[config.mk]
export PLATFORM = sky130hd
export DESIGN_NAME = input_conditioner
export DESIGN_NICKNAME = d
export VERILOG_FILES = /design/src/rtl/input_conditioner.sv
export SDC_FILE = /design/constraint.sdc
export NUM_CORES = 1
export LEC_CHECK = 0
export CAP_MARGIN = 20
export CORE_MARGIN = 2
export CORE_UTILIZATION = 25
export DETAILED_ROUTE_END_ITERATION = 6
export PLACE_DENSITY = 0.52
export SLEW_MARGIN = 5
export SYNTH_ARGS = -nofsm -noshare
export SYNTH_HDL_FRONTEND = slang
export SYNTH_SLANG_ARGS = --single-unit
[constraint.sdc]
create_clock -name clock -period 2.57 [get_ports clock]
set_clock_uncertainty 0.05 [all_clocks]
set_input_delay 0.257 -clock clock [delete_from_list [all_inputs] [get_ports clock]]
set_output_delay 0.257 -clock clock [all_outputs]
set_load 0.01 [all_outputs]
[src/rtl/input_conditioner.sv]
// -----------------------------------------------------------------------------
// input_conditioner
//
// Conditions raw board buttons and switches before they reach the record and
// playback control FSMs. Each channel is handled independently:
//   1. a SYNC_STAGES-deep synchronizer chain,
//   2. a stability-counter debouncer that accepts a new value only after it
//      has held for DEBOUNCE_CYCLES consecutive clocks,
//   3. a registered debounced level,
//   4. registered one-clock edge pulses (rise always; fall optionally).
// A single 'changed' pulse flags any accepted change on any channel.
//
// Optional feature macro: INPUT_COND_FALL_EDGE_EN
//   defined   -> 'fall' port exists and pulses on accepted 1->0 changes
//   undefined -> no 'fall' port and no fall logic; 'changed' still pulses
//                on 1->0 accepts
//
// Parameters:
//   CHANNELS        number of independent input channels
//   SYNC_STAGES     synchronizer depth (>= 2)
//   DEBOUNCE_CYCLES clocks a new value must hold before acceptance (>= 1)
//   RESET_VALUE     value of synchronizer flops and level during reset
//
// Ports:
//   clock    in   1         system clock, rising edge
//   reset    in   1         asynchronous active-low reset
//   din      in   CHANNELS  raw asynchronous inputs
//   level    out  CHANNELS  debounced, synchronized level
//   rise     out  CHANNELS  one-clock pulse on accepted 0->1
//   changed  out  1         one-clock pulse when any level bit changes
//   fall     out  CHANNELS  one-clock pulse on accepted 1->0 (macro only)
// -----------------------------------------------------------------------------
module input_conditioner #(
    parameter int                  CHANNELS        = 5,
    parameter int                  SYNC_STAGES     = 2,
    parameter int                  DEBOUNCE_CYCLES = 16,
    parameter logic [CHANNELS-1:0] RESET_VALUE     = {CHANNELS{1'b0}}
) (
    input  logic                clock,
    input  logic                reset,
    input  logic [CHANNELS-1:0] din,
    output logic [CHANNELS-1:0] level,
    output logic [CHANNELS-1:0] rise,
    output logic                changed
`ifdef INPUT_COND_FALL_EDGE_EN
    ,
    output logic [CHANNELS-1:0] fall
`endif
);

    localparam int CNT_W_RAW = $clog2(DEBOUNCE_CYCLES + 1);
    localparam int CNT_W     = (CNT_W_RAW < 1) ? 1 : CNT_W_RAW;
    localparam logic [CNT_W-1:0] CNT_MAX = CNT_W'(DEBOUNCE_CYCLES - 1);

    // r_sync[0] samples din; r_sync[SYNC_STAGES-1] is the only stage used
    // downstream.
    logic [SYNC_STAGES-1:0][CHANNELS-1:0] r_sync;
    logic [CHANNELS-1:0]                  r_level;
    logic [CNT_W-1:0]                     r_cnt [CHANNELS];
    logic [CHANNELS-1:0]                  r_rise;
    logic                                 r_changed;
`ifdef INPUT_COND_FALL_EDGE_EN
    logic [CHANNELS-1:0]                  r_fall;
`endif

    logic [CHANNELS-1:0] w_s;
    logic [CHANNELS-1:0] w_accept;

    assign w_s = r_sync[SYNC_STAGES-1];

    // A channel is accepted when it has disagreed with level for the full
    // debounce window; the counter is cleared on any agreement, so reaching
    // CNT_MAX implies DEBOUNCE_CYCLES consecutive mismatching clocks.
    always_comb begin
        w_accept = '0;
        for (int i = 0; i < CHANNELS; i++) begin
            w_accept[i] = (w_s[i] != r_level[i]) && (r_cnt[i] == CNT_MAX);
        end
    end

    // Synchronizer chain. Loading RESET_VALUE keeps the chain consistent
    // with level so reset release cannot fabricate an edge.
    always_ff @(posedge clock or negedge reset) begin
        if (!reset) begin
            r_sync <= {SYNC_STAGES{RESET_VALUE}};
        end else begin
            r_sync <= {r_sync[SYNC_STAGES-2:0], din};
        end
    end

    // Debounce counters and debounced level.
    always_ff @(posedge clock or negedge reset) begin
        if (!reset) begin
            r_level <= RESET_VALUE;
            for (int i = 0; i < CHANNELS; i++) begin
                r_cnt[i] <= '0;
            end
        end else begin
            for (int i = 0; i < CHANNELS; i++) begin
                if (w_s[i] == r_level[i]) begin
                    r_cnt[i] <= '0;
                end else if (w_accept[i]) begin
                    r_level[i] <= w_s[i];
                    r_cnt[i]   <= '0;
                end else begin
                    r_cnt[i] <= r_cnt[i] + CNT_W'(1);
                end
            end
        end
    end

    // Edge pulses, registered so they coincide with the level update.
    always_ff @(posedge clock or negedge reset) begin
        if (!reset) begin
            r_rise    <= '0;
            r_changed <= 1'b0;
        end else begin
            r_rise    <= w_accept & w_s;
            r_changed <= |w_accept;
        end
    end

`ifdef INPUT_COND_FALL_EDGE_EN
    always_ff @(posedge clock or negedge reset) begin
        if (!reset) begin
            r_fall <= '0;
        end else begin
            r_fall <= w_accept & ~w_s;
        end
    end

    assign fall = r_fall;
`endif

    assign level   = r_level;
    assign rise    = r_rise;
    assign changed = r_changed;

endmodule

* Word level (Yosys, flattened, before mapping)
Index checks and enable logic that the tools add are counted.
Storage, ports and cells: flip-flop bits (word level) 46, output and inout port bits 11, logic and storage cells 61, input port bits 7
Cells by class: mux-type cells 10, reduce and logical (&&, ||, !) cells 11, add/subtract/negate cells 5, equality and inequality tests 15, bitwise operators 6
Operator list (count):
- $mux W5 | 10
- $add A5 B1 Y5 const B | 5
- $eq A5 B4 Y1 const B | 5
- $reduce_and A2 Y1 | 5
- $and A5 B5 Y5 | 1
- $eq A1 B1 Y1 | 5
- $logic_and A1 B1 Y1 | 5
- $ne A1 B1 Y1 | 5
- $not A1 Y1 | 5
- $reduce_or A5 Y1 | 1

* Logic depth before layout (Yosys ltp)
Gate-level depths: netlist of run 1.
depth in word-level cells 4, depth in mapped cells 4, mapped depth without buffers 4

* Least setup slack after synthesis of run 1
Ideal clock, no wire load.
path type reg2reg, start register r_cnt[5] (netlist bit), end register r_changed (netlist: changed), cell stages (with the launch flop) 5, path slack 1.118 ns, setup time 0.139 ns, period minus slack after synthesis 1.452 ns, required time 2.381 ns, data arrival time 1.263 ns, buffers on the path 0, cell sequence dfrtp_1 > ha_1 > nand3_1 > nor3_1 > or4_1
On the way: longest elaborated chain between the ends 3
Ends and longest elaborated chain:
- from (decl) | line 59 | logic [CNT_W-1:0] r_cnt [CHANNELS];
- from (signal, indexed assignment) | line 106 | r_cnt[i] <= r_cnt[i] + CNT_W'(1);
- $eq A5 B4 Y1 | line 77 | w_accept[i] = (w_s[i] != r_level[i]) && (r_cnt[i] == CNT_MAX);
- $logic_and A1 B1 Y1 | line 77
- $reduce_or A5 Y1 | line 119 | r_changed <= |w_accept;
- to (signal assigned) | line 119
- to (decl) | line 61 | logic r_changed;
Every way passes these cells. A chain may end at the register's enable or synchronous reset.

* Worst setup path after layout of run 1
start register r_level[2] (netlist: level[2]), end output port level[2]
RTL lines:
- from (decl) | line 58 | logic [CHANNELS-1:0] r_level;
- from (signal, indexed assignment) | line 103 | r_level[i] <= w_s[i];
- to (decl) | line 42 | output logic [CHANNELS-1:0] level,
No word-level cell between the ends.

==> qor.log, run 1 <==
qor: die.floorplan.io_pins 18
qor: die.initial_core_util 25.8%
qor: drt.avgRoutedWirePerCell 10.9 microns
qor: grt.global_route.usage.total 8.70%
qor: power_and_ir_drop.netSwitchingFraction 21.9%
qor: power_and_ir_drop.pwr-share-seq 56.2%
qor: sta.rsz0062_at_grt no
qor: power_and_ir_drop.comb_power_share 5.3%
qor: setup_path.setup.reg_to_reg.worst_slack 1.00 ns
qor: grt.antenna_found_initial 0
qor: drt.route.detailed.vias_per_inst 3.93
qor: logic_synthesis.synthesis.area 1750 sq um
qor: finish.nets 171
qor: finish.drive_gt1_share 11.3%
qor: drt.total_routed_wirelength 2780 microns
qor: power_and_ir_drop.internal_power 1.07 mW
qor: sta.final-hold-violation-count 0
qor: setup_path.timing.critical_path.max_delay_family buffers and inverters
qor: logic_synthesis.synth_cell_types 25
qor: setup_path.path_depth 1
qor: grt.largest_net_degree_at_the_start_of_global_routing 23
qor: clock_tree.cts_inserted_buffers 5
qor: finish.diodes 0
qor: sta.max_freq 612 MHz
qor: clock_tree.max-clock-path-buffers 2
qor: setup_path.setup.worst_path.end level[2]
qor: setup_path.timing.critical_path.required 2.26 ns
qor: clock_tree.clock_sinks 46
qor: grt.global_route.usage.met3 2.92%
qor: drt.detailedRoute.firstIterationViolations 58
qor: logic_synthesis.synth.ff_latch_count 46
qor: setup_path.r2r_start r_cnt[15]
qor: sta.final.setup.tns 0 ns
qor: grt.gr_layer_usage_met1 10.8%
qor: clock_tree.htreeDepth 2
qor: drt.vias 1,007
qor: setup_path.critical_path.max_stage_delay 0.57 ns
qor: setup_path.setup.worst_path.end_class output pin
qor: place.detailed_place_hpwl 2030 microns
qor: job.maxCapViolCount 0
qor: logic_synthesis.synth.yosys.seq_area_share 65.7%
qor: sta.tightest_slew 0.494 ns
qor: sta.final_worst_path_cycle_share 63.6%
qor: run_status.result_of_the_run completed
qor: logic_synthesis.synth_largest_area_cell dfrtp_1
qor: die.core.rowCount 30
qor: finish.area_growth_syn_to_layout 23.9%
qor: setup_path.crit-reg2reg-capture changed
qor: setup_path.criticalPathCategory register to output pin
qor: grt.globalRouteOverflowTotal 0
qor: sta.setup_violations 0
qor: grt.top_usage_layer met2
qor: die.core 6790 sq um
qor: clock_tree.clk_latency 0.30 ns
qor: place.port_buffers 17
qor: sta.hold_slack 0.304 ns
qor: power_and_ir_drop.pwr-share-clk 38.5%
qor: logic_synthesis.yosys_warnings 0
qor: setup_path.arrival 1.33 ns
qor: power_and_ir_drop.irDropWorstVdd 0.289 mV
qor: power_and_ir_drop.netSwitchingPower 300 uW
qor: grt.use_met2 13.6%
qor: grt.grt_pass1_wl 5030 microns
qor: drt.ant_nets 0
qor: setup_path.crit_path_top_delay_cell clkdlybuf4s50_1
qor: grt.grt_pass1_vias 1,114
qor: setup_path.startpoint_type register
qor: power_and_ir_drop.power.density_cell_area 632 nW/um^2
qor: clock_tree.tritoncts built
qor: setup_path.worstRegToRegCells 4
qor: logic_synthesis.synth_top_area_share 65.7%
qor: place.place.gp.congestion 0.740
qor: setup_path.critical_path.max_fanout 5
qor: power_and_ir_drop.leakage_power_total 1.02 nW
qor: min_path.min_path_type register to register
qor: logic_synthesis.synth.area.top_cells dfrtp_1, xor2_1, nor2_1, xnor2_1, ha_1
qor: logic_synthesis.synth.net_count 144
qor: die.chipWidth 87.7 microns
qor: clock_tree.path_clk_slew 0.09 ns
qor: setup_path.worstPathBufferInverterCount 1
qor: clock_tree.post-cts-setup-buffers 0
qor: finish.finish.utilization 32.0%
qor: setup_path.critical_path.startpoint level[2]
qor: die.die_h 87.7 microns
qor: logic_synthesis.syn-mean-instance-area 13.3 sq um
qor: sta.timing.slew.headroom 67.1%
qor: die.die_area 7690 sq um
qor: logic_synthesis.syn-instance-count 132
qor: drt.first_pass_iters 3
qor: sta.min_period 1.64 ns
qor: drt.drc 0
qor: setup_path.timing.critical_path.cells clkdlybuf4s50_1
qor: clock_tree.clock-root-buffer clkbuf_8
qor: sta.maxSlewViolCount 0
==> flip-flops by register name, summed over array words and instances (netlist names) <==
register / flops
w_s: 5
r_sync: 5
level: 5
r_cnt: 25
changed: 1
rise: 5
==> synth_stat cells, drive strengths merged <==
master / count
mux2: 4
o21ai: 4
o32ai: 1
a31oi: 1
and3: 5
nor2: 19
ha: 5
nor3b: 1
o31ai: 1
nand3: 9
or4: 1
inv: 4
xnor2: 10
nand2: 2
nand2b: 1
and2: 3
nand4b: 1
xor2: 10
dfrtp: 46
nor4b: 1
nor3: 3
==> cell usage in the layout, fill, tap and decap left out, drive strengths merged <==
master         count
dfrtp             46
nor2              19
clkdlybuf4s50     16
xor2              10
xnor2             10
nand3              9
and3               5
ha                 5
clkbuf             5
inv                4
o21ai              4
mux2               4
nor3               3
and2               3
buf                3
nand2              2
clkinv             2
nor4b              1
nand4b             1
nor3b              1
o32ai              1
or4                1
a31oi              1
o31ai              1
nand2b             1
bufinv             1
dlygate4sd3        1
==> per-layer routing <==
metal | up-vias | wire, microns
met5 | - | 0
li1 | 495 | -
met2 | 17 | 1310
met4 | 0 | 53
met1 | 487 | 1320
met3 | 8 | 97
==> kinds of logic after synthesis <==
group                      synth area share, %
buffers and inverters                    0.857
DFF                                       65.7
xor gates and xnor gates                  10.9
muxes                                     2.57
and+or+nand+nor                           14.0
AOI/OAI and AO/OA                         2.43
adders and majority gates                 3.57
==> final cells by class <==
type	count	area [sq um]
Fill cell	697	4620
Sequential cell	46	1150
Multi-Input combinational cell	82	586
Timing Repair Buffer	20	190
Tap cell	96	120
Clock buffer	5	68.8
Clock inverter	3	40.0
Inverter	4	15.0
==> per-stage QoR <==
step	cell area, sq um	std cells	total power, mW	worst slack, ns
6_report	2170	256	1.37	0.935
5_1_grt	2170	256	1.44	0.851
4_1_cts	2170	256	1.40	0.905
3_5_place_dp	2050	247	0.860	0.997
3_3_place_gp	2050	247	0.858	0.997
2_1_floorplan	1750	132	0.822	1.12
==> repair_timing <==
action / CTS / global route
endpoints found under the hold margin: 20 / 0
hold buffers: 1 / 0
gates resized for setup: 0 / 0
==> power groups by stage <==
stage / clock [mW] / combinational, mW / sequential, mW
after global placement: 0 / 0.0732 / 0.785
after CTS: 0.553 / 0.0760 / 0.771
after global routing: 0.579 / 0.0877 / 0.776
after detailed placement: 0 / 0.0742 / 0.785
final: 0.528 / 0.0728 / 0.771
after floorplan: 0 / 0.0406 / 0.781
==> worst min-delay path by stage <==
| stage | depth (start not counted) | start | to | slack (ns) |
|---|---|---|---|---|
| after floorplan | 0 | reset | changed | -0.09 |
| after global placement | 1 | reset | level[2] | 0.21 |
| after detailed placement | 1 | reset | level[1] | 0.20 |
| after CTS | 0 | r_sync[4] | w_s[4] | 0.31 |
| after global routing | 0 | r_sync[4] | w_s[4] | 0.32 |
| final | 0 | r_sync[0] | w_s[0] | 0.30 |
Power figures use the tool's default switching activity.
==> inputs of run 2 (changes only) <==
clock period = 1.52 ns   (was 2.57 ns; I/O delays follow)
==> run 2 against run 1 <==
Compared with the run above: core utilization up 2.2 points; sequential share of layout area fell by 3.4 points; first-iteration DRC count decreased by 8.6%; critical path depth up 3; critical endpoint is now changed; highest routed layer unchanged.
==> qor.log, run 2 (synthesized netlist as in run 1, its figures left out) <==
qor: run_status.result_of_the_run completed
qor: sta.post-route-worst-setup-slack 0.0381 ns
qor: drt.drc 0
qor: place.pre_cts_slack 0.0134 ns
qor: finish.most-common-layout-cells dfrtp_1, nor2_1, buf_4, clkdlybuf4s50_1, xor2_1
qor: drt.vias 1,054
qor: sta.setup_violations 0
qor: finish.area_growth_syn_to_layout 32.6%
qor: die.core 6790 sq um
qor: sta.final_worst_path_cycle_share 97.5%
qor: drt.ant_nets 0
qor: setup_path.timing.critical_path.required 1.64 ns
qor: finish.largest-register r_cnt
qor: sta.max_freq 675 MHz
qor: finish.finalNonFillerCells 268
qor: sta.timing.slew.headroom 81.7%
qor: setup_path.startpoint_type register
qor: sta.tightest_slew 0.272 ns
qor: min_path.hp-start din[0]
qor: clock_tree.htreeDepth 2
qor: setup_path.critical_path.max_fanout 3
qor: setup_path.criticalPathCategory register to register
qor: setup_path.arrival 1.60 ns
qor: place.port_buffers 17
qor: die.die_h 87.7 microns
qor: finish.finish.utilization 34.2%
qor: sta.maxSlewViolCount 0
qor: finish.largest_register_ff_count 25
qor: clock_tree.clock-root-buffer clkbuf_8
qor: drt.first_pass_iters 4
qor: clock_tree.tritoncts built
qor: drt.route.detailed.vias_per_inst 3.93
qor: finish.layout.cells.most_common dfrtp_1
qor: setup_path.setup.worst_path.end_class register
qor: clock_tree.clk_latency 0.29 ns
qor: clock_tree.max-clock-path-buffers 2
qor: place.detailed_place_hpwl 1870 microns
qor: die.chipWidth 87.7 microns
qor: grt.antenna_found_initial 0
qor: sta.min_period 1.48 ns
qor: min_path.min_path_type primary input to register
qor: clock_tree.path_clk_slew 0.08 ns
qor: sta.final-hold-violation-count 0
qor: die.floorplan.io_pins 18
qor: grt.global_route.usage.total 8.14%
qor: power_and_ir_drop.power.density_cell_area 920 nW/um^2
qor: power_and_ir_drop.irDropWorstVdd 0.379 mV
qor: grt.globalRouteOverflowTotal 0
qor: setup_path.critical_path.startpoint level[3]
qor: drt.detailedRoute.firstIterationViolations 53
qor: finish.nets 184
qor: grt.largest_net_degree_at_the_start_of_global_routing 47
qor: grt.grt_pass1_wl 4840 microns
qor: die.die_area 7690 sq um
qor: drt.avgRoutedWirePerCell 10.5 microns
qor: drt.total_routed_wirelength 2810 microns
qor: place.dp_cells 254
qor: finish.diodes 0
qor: clock_tree.clock_sinks 46
qor: die.core.rowCount 30
qor: finish.drive_gt1_share 20.9%
qor: place.place.gp.congestion 0.706
qor: job.maxCapViolCount 0
qor: grt.grt_pass1_vias 1,116
qor: die.initial_core_util 25.8%
qor: setup_path.r2r_start level[3]
qor: power_and_ir_drop.leakage_power_total 1.11 nW
qor: clock_tree.cts_inserted_buffers 5
[run 2: cell types whose count changed in the layout (fill, tap and decap cells not counted), sizes merged]
cell	delta
buf	+13
clkdlybuf4s50	-4
clkbuf	+2
clkinv	-2
dlygate4sd2	+2
dlymetal6s2s	+2
bufinv	-1
[run 2: final timing paths]
check | slack (ns) | to | cells past startpoint
max | 0.04 | changed | 4
min in group asynchronous | 0.30 | r_cnt[18] | 3
min reg2reg | 0.31 | w_s[0] | 0
max reg2reg | 0.04 | changed | 4
max in group asynchronous | 0.87 | level[2] | 3
min | 0.24 | r_sync[0] | 1
[run 2: cell type report]
| cell class | instances | area [sq um] |
|---|---|---|
| fillers | 684 | 4470 |
| multi-input cells | 82 | 657 |
| flip-flops and latches | 46 | 1150 |
| well taps | 96 | 120 |
| inverters | 4 | 15.0 |
| repair buffers | 33 | 303 |
| clock buffers | 7 | 76.3 |
[run 2: report_power, final]
group	total [mW]	internal (mW)	switching, mW
clock network	0.698	0.317	0.380
registers	1.31	1.27	0.0377
logic	0.134	0.0674	0.0670
[run 2: metal layers]
metal | global-route usage (%) | vias up | wire length [microns] | part of all wire (%)
li1 | - | 515 | - | -
met1 | 10.1 | 516 | 1360 | 48
met2 | 12.9 | 17 | 1290 | 46
met3 | 2.92 | 6 | 124 | 4.4
met4 | 3.36 | 0 | 38 | 1.4
met5 | 0 | - | 0 | 0
[run 2: what timing repair did]
item	CTS	global route
endpoints found under the setup margin	5	7
buffers inserted	2	4
hold endpoints to repair	46	0
resized for setup	3	14
pin swaps	0	1
hold buffers	1	0
[run 2: per-stage QoR]
step / total power, mW / setup TNS (ns) / instance area, sq um / hold WS (ns)
floorplan: 1.39 / 0 / 1750 / -0.194
global placement: 1.45 / 0 / 2120 / 0.109
detailed placement: 1.45 / 0 / 2120 / 0.109
CTS: 2.17 / 0 / 2220 / 0.230
global route: 2.25 / -0.0100 / 2320 / 0.229
finish: 2.14 / 0 / 2320 / 0.242
[run 2: worst max-delay path, stage by stage (launching register included)]
cell and delay (ns):
dfrtp_1 0.38, buf_4 0.15, xnor2_4 0.19, nor3_4 0.06, or4_1 0.52
==> inputs of run 3 (changes only) <==
CORE_MARGIN = unset   (was 2)
SLEW_MARGIN = 10   (was 5)
==> run 3 against run 2 <==
Compared with the run above: worst hold slack gained 0.0050 ns; cell area down 0.32%; first-iteration DRC count fell by 26%; global-route usage grew 0.51 points; maximum frequency rose by 2.2%; critical endpoint unchanged; setup slack better by 0.032 ns; final cell count is 0.37% lower; non-clock buffer count down 2; register-to-register slack better by 0.03 ns; total power grew 8.3%; clock power up 26%; die area down 4.5%.
==> qor.log, run 3 (synthesized netlist as in run 1, its figures left out) <==
qor: run_status.result_of_the_run completed
qor: setup_path.r2r_start w_s[3]
qor: finish.drive_gt1_share 19.3%
qor: power_and_ir_drop.irDropWorstVdd 0.482 mV
qor: setup_path.crit-reg2reg-capture changed
qor: place.detailed_place_hpwl 1890 microns
qor: finish.most-common-layout-cells dfrtp_1, nor2_1, clkdlybuf4s50_1, buf_4, xor2_1
qor: grt.global_route.usage.met3 2.89%
qor: sta.tightest_slew 0.431 ns
qor: die.core 6790 sq um
qor: finish.layout.cells.most_common dfrtp_1
qor: setup_path.setup.reg_to_reg.worst_slack 0.07 ns
qor: finish.area_growth_syn_to_layout 32.2%
qor: setup_path.setup.worst_path.end_class register
qor: sta.max_freq 690 MHz
qor: min_path.min_path_type primary input to register
qor: clock_tree.clk_latency 0.29 ns
qor: drt.total_routed_wirelength 2800 microns
qor: drt.first_pass_iters 2
qor: die.floorplan.io_pins 18
qor: clock_tree.htreeDepth 2
qor: setup_path.startpoint_type register
qor: sta.final_worst_path_cycle_share 95.4%
qor: sta.setup_violations 0
qor: power_and_ir_drop.power.density_cell_area 1000 nW/um^2
qor: place.dp_cells 256
qor: setup_path.arrival 1.57 ns
qor: drt.avgRoutedWirePerCell 10.5 microns
qor: job.maxCapViolCount 0
qor: die.chipWidth 85.7 microns
qor: grt.gr_layer_usage_met1 11.3%
qor: sta.final-hold-violation-count 0
qor: setup_path.timing.critical_path.required 1.64 ns
qor: clock_tree.cts_inserted_buffers 5
qor: grt.globalRouteOverflowTotal 0
qor: drt.vias 1,037
qor: finish.largest-register r_cnt
qor: clock_tree.max-clock-path-buffers 2
qor: drt.ant_nets 0
qor: sta.post-route-worst-setup-slack 0.0702 ns
qor: setup_path.worstRegToRegCells 3
qor: grt.largest_net_degree_at_the_start_of_global_routing 47
qor: setup_path.critical_path.max_stage_delay 0.51 ns
qor: grt.use_met2 13.2%
qor: setup_path.criticalPathCategory register to register
qor: clock_tree.clock_sinks 46
qor: setup_path.crit_path_top_delay_cell or4_1
qor: setup_path.critical_path.startpoint w_s[3]
qor: clock_tree.tritoncts built
qor: grt.grt_pass1_vias 1,110
qor: power_and_ir_drop.leakage_power_total 1.10 nW
qor: clock_tree.clock-root-buffer clkbuf_8
qor: die.core.rowCount 30
qor: place.port_buffers 17
qor: finish.filler_cell_count 677
qor: finish.nets 182
qor: drt.detailedRoute.firstIterationViolations 39
qor: clock_tree.path_clk_slew 0.09 ns
qor: grt.grt_pass1_wl 4950 microns
qor: finish.finalNonFillerCells 267
qor: setup_path.timing.critical_path.cells xnor2_4, nor3_2, or4_1
qor: place.pre_cts_slack 0.00344 ns
qor: setup_path.critical_path.max_fanout 4
qor: drt.route.detailed.vias_per_inst 3.88
qor: die.die_h 85.7 microns
qor: finish.diodes 0
qor: sta.maxSlewViolCount 0
qor: sta.rsz0062_at_grt no
qor: sta.timing.slew.headroom 71.2%
qor: drt.drc 0
qor: grt.top_usage_layer met2
qor: grt.antenna_found_initial 0
qor: sta.final.setup.tns 0 ns
qor: die.initial_core_util 25.8%
qor: grt.global_route.usage.total 8.65%
qor: finish.largest_register_ff_count 25
qor: sta.min_period 1.45 ns
qor: setup_path.setup.worst_path.end changed
qor: die.die_area 7350 sq um
qor: place.place.gp.congestion 0.707
[run 3: changes by cell type in the layout (fill, tap and decap cells not counted), sizes merged]
cell          before  now
bufinv             0    1
buf               16   14
dlygate4sd2        2    3
dlymetal6s2s       2    1
[run 3: worst min-delay path by stage]
| stage | endpoint | slack, ns | depth (start not counted) | start |
|---|---|---|---|---|
| CTS | r_sync[0] | 0.23 | 1 | din[0] |
| global placement | r_cnt[15] | 0.10 | 2 | reset |
| finish | r_sync[0] | 0.25 | 1 | din[0] |
| global route | r_sync[0] | 0.23 | 1 | din[0] |
| detailed placement | r_cnt[18] | 0.11 | 2 | reset |
| floorplan | changed | -0.19 | 0 | reset |
[run 3: stage by stage]
| step | util (%) | instance area (sq um) | hold WS [ns] | total power [mW] |
|---|---|---|---|---|
| floorplan | - | 1750 | -0.194 | 1.39 |
| global placement | 31.4 | 2130 | 0.104 | 1.45 |
| detailed placement | 31.4 | 2130 | 0.106 | 1.45 |
| CTS | 33.3 | 2260 | 0.235 | 2.35 |
| global route | 34.1 | 2320 | 0.235 | 2.42 |
| finish | 34.1 | 2320 | 0.247 | 2.32 |
[run 3: cell type report]
class                   count  area [sq um]  share of cell area (%)
clock inverters             1          30.0                    1.30
well taps                  96           120                    5.19
repair buffers             31           284                    12.3
flip-flops and latches     46          1150                    49.7
clock buffers               7          76.3                    3.30
multi-input cells          82           639                    27.6
inverters                   4          15.0                   0.648
[run 3: where the power goes]
part	switching, mW	total (mW)	internal, mW
clock network	0.385	0.877	0.492
logic	0.0660	0.132	0.0657
registers	0.0383	1.31	1.27
total	0.489	2.32	1.83
[run 3: what timing repair did]
action	4_1_cts	5_1_grt
setup endpoints to repair	5	3
buffers inserted	2	0
resized for setup	4	9
hold buffers	1	0
pin swaps	0	3
cloned	0	0
endpoints found under the hold margin	46	0
[run 3: worst max-delay path, delay by kind of cell, from the launching register on]
family | cells | cell delay, ns
XOR/XNOR | 1 | 0.22
AND/OR/NAND/NOR | 2 | 0.58
flip-flops | 1 | 0.48
[run 3: routing by layer]
| layer | share of wire, % | vias to the layer above |
|---|---|---|
| met3 | 4.4 | 4 |
| met1 | 49 | 504 |
| li1 | - | 513 |
| met4 | 1.3 | 0 |
| met2 | 45 | 16 |
| met5 | 0 | - |
